### src/rtl/dmem_arbiter_if.sv
// Bus bundle between the two requesters, the dmem_arbiter and the single-port data memory.
// The arbiter uses the slave view; requesters and the memory use the master view.
interface dmem_arbiter_if #(
    parameter int ADDR_WIDTH = 32,
    parameter int DATA_WIDTH = 32
);
    logic                  req0;
    logic                  req1;
    logic                  we0;
    logic                  we1;
    logic [ADDR_WIDTH-1:0] addr0;
    logic [ADDR_WIDTH-1:0] addr1;
    logic [DATA_WIDTH-1:0] wdata0;
    logic [DATA_WIDTH-1:0] wdata1;
    logic                  ack0;
    logic                  ack1;
    logic                  err0;
    logic                  err1;
    logic [DATA_WIDTH-1:0] rdata0;
    logic [DATA_WIDTH-1:0] rdata1;
    logic                  mem_read;
    logic                  mem_write;
    logic [ADDR_WIDTH-1:0] mem_address;
    logic [DATA_WIDTH-1:0] mem_write_data;
    logic [DATA_WIDTH-1:0] mem_read_data;

    modport slave (
        input  req0, req1, we0, we1, addr0, addr1, wdata0, wdata1, mem_read_data,
        output ack0, ack1, err0, err1, rdata0, rdata1,
               mem_read, mem_write, mem_address, mem_write_data
    );

    modport master (
        output req0, req1, we0, we1, addr0, addr1, wdata0, wdata1, mem_read_data,
        input  ack0, ack1, err0, err1, rdata0, rdata1,
               mem_read, mem_write, mem_address, mem_write_data
    );
endinterface

### src/rtl/dmem_arbiter.sv
// Round-robin two-port arbiter/sequencer in front of a single-port data memory.
// One access per grant: IDLE (arbitrate) -> ACCESS (memory cycle) -> RESP (ack pulse).
module dmem_arbiter #(
    parameter int ADDR_WIDTH = 32,
    parameter int DATA_WIDTH = 32,
    parameter int MEM_DEPTH  = 1024
) (
    input  logic           clk,
    input  logic           rst_n,
    dmem_arbiter_if.slave  bus
);
    typedef enum logic [1:0] {
        IDLE   = 2'd0,
        ACCESS = 2'd1,
        RESP   = 2'd2
    } state_e;

    localparam logic [ADDR_WIDTH-1:0] DEPTH_W = ADDR_WIDTH'(MEM_DEPTH);

    state_e                state_q, state_d;
    logic                  last_grant_q, last_grant_d;
    logic                  cur_q, cur_d;
    logic                  we_l_q, we_l_d;
    logic                  range_err_q, range_err_d;
    logic [ADDR_WIDTH-1:0] addr_q, addr_d;
    logic [DATA_WIDTH-1:0] wdata_q, wdata_d;
    logic [DATA_WIDTH-1:0] rdata0_q, rdata0_d;
    logic [DATA_WIDTH-1:0] rdata1_q, rdata1_d;

    logic                  gnt_valid;
    logic                  gnt_port;
    logic [ADDR_WIDTH-1:0] gnt_addr;

    // On a tie the port that was not served last wins.
    always_comb begin
        gnt_valid = bus.req0 | bus.req1;
        gnt_port  = (bus.req0 && bus.req1) ? ~last_grant_q : bus.req1;
        gnt_addr  = gnt_port ? bus.addr1 : bus.addr0;
    end

    // NOTE: sequential state uses non-blocking assignments so every flop samples pre-edge values.
    always_ff @(posedge clk or negedge rst_n) begin
        if (!rst_n) begin
            state_q      <= IDLE;
            last_grant_q <= 1'b1;
            cur_q        <= 1'b0;
            we_l_q       <= 1'b0;
            range_err_q  <= 1'b0;
            addr_q       <= '0;
            wdata_q      <= '0;
            rdata0_q     <= '0;
            rdata1_q     <= '0;
        end else begin
            state_q      <= state_d;
            last_grant_q <= last_grant_d;
            cur_q        <= cur_d;
            we_l_q       <= we_l_d;
            range_err_q  <= range_err_d;
            addr_q       <= addr_d;
            wdata_q      <= wdata_d;
            rdata0_q     <= rdata0_d;
            rdata1_q     <= rdata1_d;
        end
    end

    // NOTE: every signal gets a hold default before the case so no latch is inferred.
    always_comb begin
        state_d      = state_q;
        last_grant_d = last_grant_q;
        cur_d        = cur_q;
        we_l_d       = we_l_q;
        range_err_d  = range_err_q;
        addr_d       = addr_q;
        wdata_d      = wdata_q;
        rdata0_d     = rdata0_q;
        rdata1_d     = rdata1_q;
        case (state_q)
            IDLE: begin
                if (gnt_valid) begin
                    state_d      = ACCESS;
                    cur_d        = gnt_port;
                    last_grant_d = gnt_port;
                    addr_d       = gnt_addr;
                    wdata_d      = gnt_port ? bus.wdata1 : bus.wdata0;
                    we_l_d       = gnt_port ? bus.we1 : bus.we0;
                    range_err_d  = (gnt_addr >= DEPTH_W);
                end
            end
            ACCESS: begin
                state_d = RESP;
                if (!range_err_q && !we_l_q) begin
                    if (cur_q) rdata1_d = bus.mem_read_data;
                    else       rdata0_d = bus.mem_read_data;
                end
            end
            RESP:    state_d = IDLE;
            default: state_d = IDLE;
        endcase
    end

    // Outputs decode from registered state only; no path from req/addr inputs.
    always_comb begin
        bus.mem_read       = (state_q == ACCESS) && !range_err_q && !we_l_q;
        bus.mem_write      = (state_q == ACCESS) && !range_err_q &&  we_l_q;
        bus.mem_address    = addr_q;
        bus.mem_write_data = wdata_q;
        bus.ack0           = (state_q == RESP) && !cur_q;
        bus.ack1           = (state_q == RESP) &&  cur_q;
        bus.err0           = (state_q == RESP) && !cur_q && range_err_q;
        bus.err1           = (state_q == RESP) &&  cur_q && range_err_q;
        bus.rdata0         = rdata0_q;
        bus.rdata1         = rdata1_q;
    end
endmodule
### src/flat_wrapper.sv
// flat-port wrapper written by rule: the top's interface ports become plain ports
module dmem_arbiter_flat 
#(
    parameter int ADDR_WIDTH = 32,
    parameter int DATA_WIDTH = 32,
    parameter int MEM_DEPTH  = 1024
)
  (clk, rst_n, bus_req0, bus_req1, bus_we0, bus_we1, bus_addr0, bus_addr1, bus_wdata0, bus_wdata1, bus_mem_read_data, bus_ack0, bus_ack1, bus_err0, bus_err1, bus_rdata0, bus_rdata1, bus_mem_read, bus_mem_write, bus_mem_address, bus_mem_write_data);
  dmem_arbiter_if #(.ADDR_WIDTH(ADDR_WIDTH), .DATA_WIDTH(DATA_WIDTH)) bus_i ();
  input  logic clk;
  input  logic rst_n;
  input wire logic [$bits(bus_i.req0)-1:0] bus_req0;
  input wire logic [$bits(bus_i.req1)-1:0] bus_req1;
  input wire logic [$bits(bus_i.we0)-1:0] bus_we0;
  input wire logic [$bits(bus_i.we1)-1:0] bus_we1;
  input wire logic [$bits(bus_i.addr0)-1:0] bus_addr0;
  input wire logic [$bits(bus_i.addr1)-1:0] bus_addr1;
  input wire logic [$bits(bus_i.wdata0)-1:0] bus_wdata0;
  input wire logic [$bits(bus_i.wdata1)-1:0] bus_wdata1;
  input wire logic [$bits(bus_i.mem_read_data)-1:0] bus_mem_read_data;
  output wire logic [$bits(bus_i.ack0)-1:0] bus_ack0;
  output wire logic [$bits(bus_i.ack1)-1:0] bus_ack1;
  output wire logic [$bits(bus_i.err0)-1:0] bus_err0;
  output wire logic [$bits(bus_i.err1)-1:0] bus_err1;
  output wire logic [$bits(bus_i.rdata0)-1:0] bus_rdata0;
  output wire logic [$bits(bus_i.rdata1)-1:0] bus_rdata1;
  output wire logic [$bits(bus_i.mem_read)-1:0] bus_mem_read;
  output wire logic [$bits(bus_i.mem_write)-1:0] bus_mem_write;
  output wire logic [$bits(bus_i.mem_address)-1:0] bus_mem_address;
  output wire logic [$bits(bus_i.mem_write_data)-1:0] bus_mem_write_data;
  assign bus_i.req0 = bus_req0;
  assign bus_i.req1 = bus_req1;
  assign bus_i.we0 = bus_we0;
  assign bus_i.we1 = bus_we1;
  assign bus_i.addr0 = bus_addr0;
  assign bus_i.addr1 = bus_addr1;
  assign bus_i.wdata0 = bus_wdata0;
  assign bus_i.wdata1 = bus_wdata1;
  assign bus_i.mem_read_data = bus_mem_read_data;
  assign bus_ack0 = bus_i.ack0;
  assign bus_ack1 = bus_i.ack1;
  assign bus_err0 = bus_i.err0;
  assign bus_err1 = bus_i.err1;
  assign bus_rdata0 = bus_i.rdata0;
  assign bus_rdata1 = bus_i.rdata1;
  assign bus_mem_read = bus_i.mem_read;
  assign bus_mem_write = bus_i.mem_write;
  assign bus_mem_address = bus_i.mem_address;
  assign bus_mem_write_data = bus_i.mem_write_data;
  dmem_arbiter #(.ADDR_WIDTH(ADDR_WIDTH), .DATA_WIDTH(DATA_WIDTH), .MEM_DEPTH(MEM_DEPTH)) u_core (.clk(clk), .rst_n(rst_n), .bus(bus_i));
endmodule
### config.mk
export PLATFORM = sky130hd
export DESIGN_NAME = dmem_arbiter_flat
export DESIGN_NICKNAME = d
export VERILOG_FILES = /design/src/rtl/dmem_arbiter_if.sv /design/src/rtl/dmem_arbiter.sv /design/src/flat_wrapper.sv
export SDC_FILE = /design/constraint.sdc
export NUM_CORES = 1
export LEC_CHECK = 0
export ABC_CLOCK_PERIOD_IN_PS = 3800
export CAP_MARGIN = 20
export CELL_PAD_IN_SITES_DETAIL_PLACEMENT = 0
export CELL_PAD_IN_SITES_GLOBAL_PLACEMENT = 1
export CORE_MARGIN = 2
export CORE_UTILIZATION = 32
export DETAILED_ROUTE_END_ITERATION = 12
export HOLD_SLACK_MARGIN = 0.08
export PLACE_DENSITY = 0.94
export SKIP_LAST_GASP = 1
export SLEW_MARGIN = 20
export SYNTH_ARGS = -nofsm -noshare
export SYNTH_HDL_FRONTEND = slang
export SYNTH_SLANG_ARGS = --single-unit
### constraint.sdc
create_clock -name clk -period 3.8 [get_ports clk]
set_input_delay 0.57 -clock clk [delete_from_list [all_inputs] [get_ports clk]]
set_output_delay 0.57 -clock clk [all_outputs]
set_load 0.01 [all_outputs]
==> out/results.tsv <==
stage	metric	value	unit
place	hpwl dp	12000	um
sta	Slew HR	43.8	%
floorplanning	Die X	138	um
worst_setup_path	Worst Path Arrival	1.86	ns
sta	min Tclk post-route	2.43	ns
drt	Routed Antenna Nets	0	
job	max-cap violations	0	
synthesis	Cells after Synth	461	
place	port buffer count	299	
floorplanning	die area	19000	um2
synthesis	most area-hungry cell type in the Yosys netlist	dfrtp_1	
synthesis	syn_area_per_cell	12.4	um2
sta	Pins Over Slew Limit	0	
worst_setup_path	Worst Setup Start Kind	flop	
sta	skew final	0.00984	ns
min_path	min-delay worst type	in2async	
synthesis	synth warn	0	
clock_tree	Root Buffer	clkbuf_16	
status	status	finished clean	
synthesis	Seq cells post-synth	134	
layout	P&R area growth vs syn	65.6	%
power	Net Sw Frac	31.8	%
layout	most frequent cells in the layout	clkdlybuf4s50_1 (298), dfrtp_1 (133), a21oi_1 (67), nor2_1 (66), mux2i_1 (65)	
sta	Fin. Hold Viols	0	
drt	WL final	16000	um
sta	final setup fails	0	
worst_setup_path	critical path class	reg2out	
sta	fin worst setup slack	1.37	ns
drt	Via Count	4699	
clock_tree	clock buffer depth	2	
synthesis	Post-synth EDFFs	0	
floorplanning	Initial Util	32.9	%
drt	vias per cell	4.74	
layout	commonest non-fill, non-tap cell in the layout	clkdlybuf4s50_1	
sta	worst slew pin tran	0.841	ns
power	Int Pwr	3.97	mW
worst_setup_path	reg2reg end	u_core.bus.rdata1[23]$_DFFE_PN0P_	
power	Max IR drop VDD	0.346	mV
worst_setup_path	max incr delay on CP	0.56	ns
synthesis	top cell type's share of synthesized area	58.0	%
clock_tree	htree depth	4	
power	Psw	1.85	mW
sta	setup_tns	0	ns
synthesis	Primary FF master, synth	dfrtp_1	
synthesis	Seq/Total Area, Yosys	58.5	%
power	Clk pwr share	27.2	%
clock_tree	hold buffer count at cts	0	
sta	WHS	0.184	ns
worst_setup_path	CP endpoint kind	output pin	
drt	WL per Instance	16.2	um
floorplanning	IO Pins	300	
power	Logic pwr share	36.9	%
sta	period utilization	64.0	%
drt	DR iter-0 viols	88	
layout	diode count	0	
worst_setup_path	reg-to-reg startpoint	u_core.state_q[1]$_DFFE_PN0P_	
global_route	GRT Residual Overflow	0	
drt	DRT Pass-1 Iters	4	
floorplanning	Site Rows	48	
worst_setup_path	Critical Path RT	3.23	ns
floorplanning	core area	17400	um2
clock_tree	post-CTS sizing	0	
clock_tree	Setup Buffers After CTS	0	
synthesis	Cell Area, Synth	5740	um2
clock_tree	CTS Buf Count	17	
clock_tree	Num Clock Sinks	134	
power	PwrDens	613	nW/um2
worst_setup_path	Slowest-stage cell, CP	clkdlybuf4s50_1	
synthesis	Async S/R FF share, synth	100	%
floorplanning	Die Y	138	um
clock_tree	clk_lat worst skew	0.41	ns
worst_setup_path	CP max FO	5	
synthesis	Synth area leaders	dfrtp_1 (58%), mux2i_1 (11%), mux2_2 (6.5%)	
synthesis	Post-Syn Nets	627	
synthesis	Cell variety after synth	30	
power	Sequential Power Share	35.9	%
global_route	initial antenna violation count	0	
global_route	number of global-route vias before repair	4848	
drt	residual DRC count	0	
worst_setup_path	CP Cell Sequence	nor3b_1 -> and2_1 -> clkdlybuf4s50_1	
clock_tree	CTS tree	built	
place	Placer Congestion	0.806	
global_route	Total GRT Usage	16.9	%
power	Leak Pwr	3.95	nW
layout	share of cells above drive strength 1	10.1	%
worst_setup_path	r2r worst-path depth	4	
global_route	pin count of the biggest net entering global routing	101	
place	DP Worst Slack	1.33	ns
clock_tree	clk slew on worst S/H paths	0.06	ns
global_route	first-pass GRT wire length	24500	um
sta	highest clock rate	0.411	GHz
sta	unrepaired setup endpoints after global routing	no	
layout	final net count	921	
worst_setup_path	Reg2Reg Setup Slack	1.86	ns
[cells by family (layout without fill, tap and decap cells)]
logic type / after synthesis / in the layout / share of synthesized area [%]
flip-flops: 134 / 134 / 58.5
multiplexers: 130 / 130 / 24.1
AND/OR/NAND/NOR: 93 / 93 / 7.74
AO/OA/AOI/OAI: 73 / 73 / 6.50
buffers and inverters: 31 / 336 / 3.18
[synth_stat cells, types with 2 or more instances]
| cell | number |
|---|---|
| nor3_1 | 4 |
| clkbuf_1 | 6 |
| buf_2 | 14 |
| nor2_1 | 66 |
| and2_1 | 2 |
| mux2_2 | 33 |
| dfrtp_1 | 133 |
| buf_6 | 4 |
| buf_4 | 5 |
| o21ai_0 | 2 |
| mux2i_1 | 65 |
| mux2_1 | 32 |
| a21oi_1 | 67 |
| nor4_1 | 8 |
| inv_1 | 2 |
| nand3_1 | 2 |
| nor3b_1 | 2 |
| nand4_1 | 2 |
[registers in the layout, indices dropped and copies added (netlist names)]
name	count
u_core.state_q	2
u_core.bus.rdata0	32
u_core.cur_q	1
u_core.bus.mem_address	32
u_core.we_l_q	1
u_core.last_grant_q	1
u_core.bus.rdata1	32
u_core.range_err_q	1
u_core.bus.mem_write_data	32
[power groups by stage]
stage / combinational (mW) / sequential (mW) / clock (mW)
2_1_floorplan: 0.802 / 2.26 / 0
3_5_place_dp: 2.16 / 2.11 / 0
4_1_cts: 2.17 / 2.10 / 1.64
6_report: 2.15 / 2.09 / 1.59
5_1_grt: 2.34 / 2.14 / 1.70
3_3_place_gp: 2.14 / 2.09 / 0
[cell type report]
class	count	area, um2
Timing Repair Buffer	304	3070
Tap cell	225	282
Clock inverter	12	131
Inverter	2	7.51
Clock buffer	18	439
Multi-Input combinational cell	296	2220
Fill cell	1536	7920
Sequential cell	134	3350
[metrics by stage]
step	cell area [um2]	power [mW]	instances	utilization, %
final	9500	5.82	991	54.6
after global routing	9500	6.18	991	54.6
after CTS	9500	5.91	991	54.6
after detailed placement	8930	4.28	961	51.3
after global placement	8930	4.23	961	51.3
after floorplan	5740	3.06	461	-
[per-layer routing]
metal,share of wire [%],vias to the layer above,global-route usage [%]
met1,37,2252,17.6
met5,0,-,0
met4,2.3,0,7.71
met3,11,24,7.53
met2,50,204,29.3
li1,-,2219,-
[how the worst max path moves through the flow]
stage | end | from | cells past startpoint | slack [ns]
5_1_grt | bus_err0 | u_core.cur_q$_DFFE_PN0P_ | 3 | 1.25
3_5_place_dp | u_core.bus.mem_write_data[5]$_DFFE_PN0P_ | bus_req1 | 5 | 1.33
2_1_floorplan | bus_err0 | u_core.state_q[0]$_DFFE_PN0P_ | 2 | 2.20
4_1_cts | bus_err0 | u_core.cur_q$_DFFE_PN0P_ | 3 | 1.30
6_report | bus_err0 | u_core.cur_q$_DFFE_PN0P_ | 3 | 1.37
3_3_place_gp | u_core.range_err_q$_DFFE_PN0P_ | bus_req1 | 6 | 1.38
[critical path: cells and delay by family, from the launching register on]
kind	cells	cell delay, ns
buffers and inverters	1	0.56
DFF	1	0.45
and+or+nand+nor	2	0.44
(Power assumes the default switching activity.)
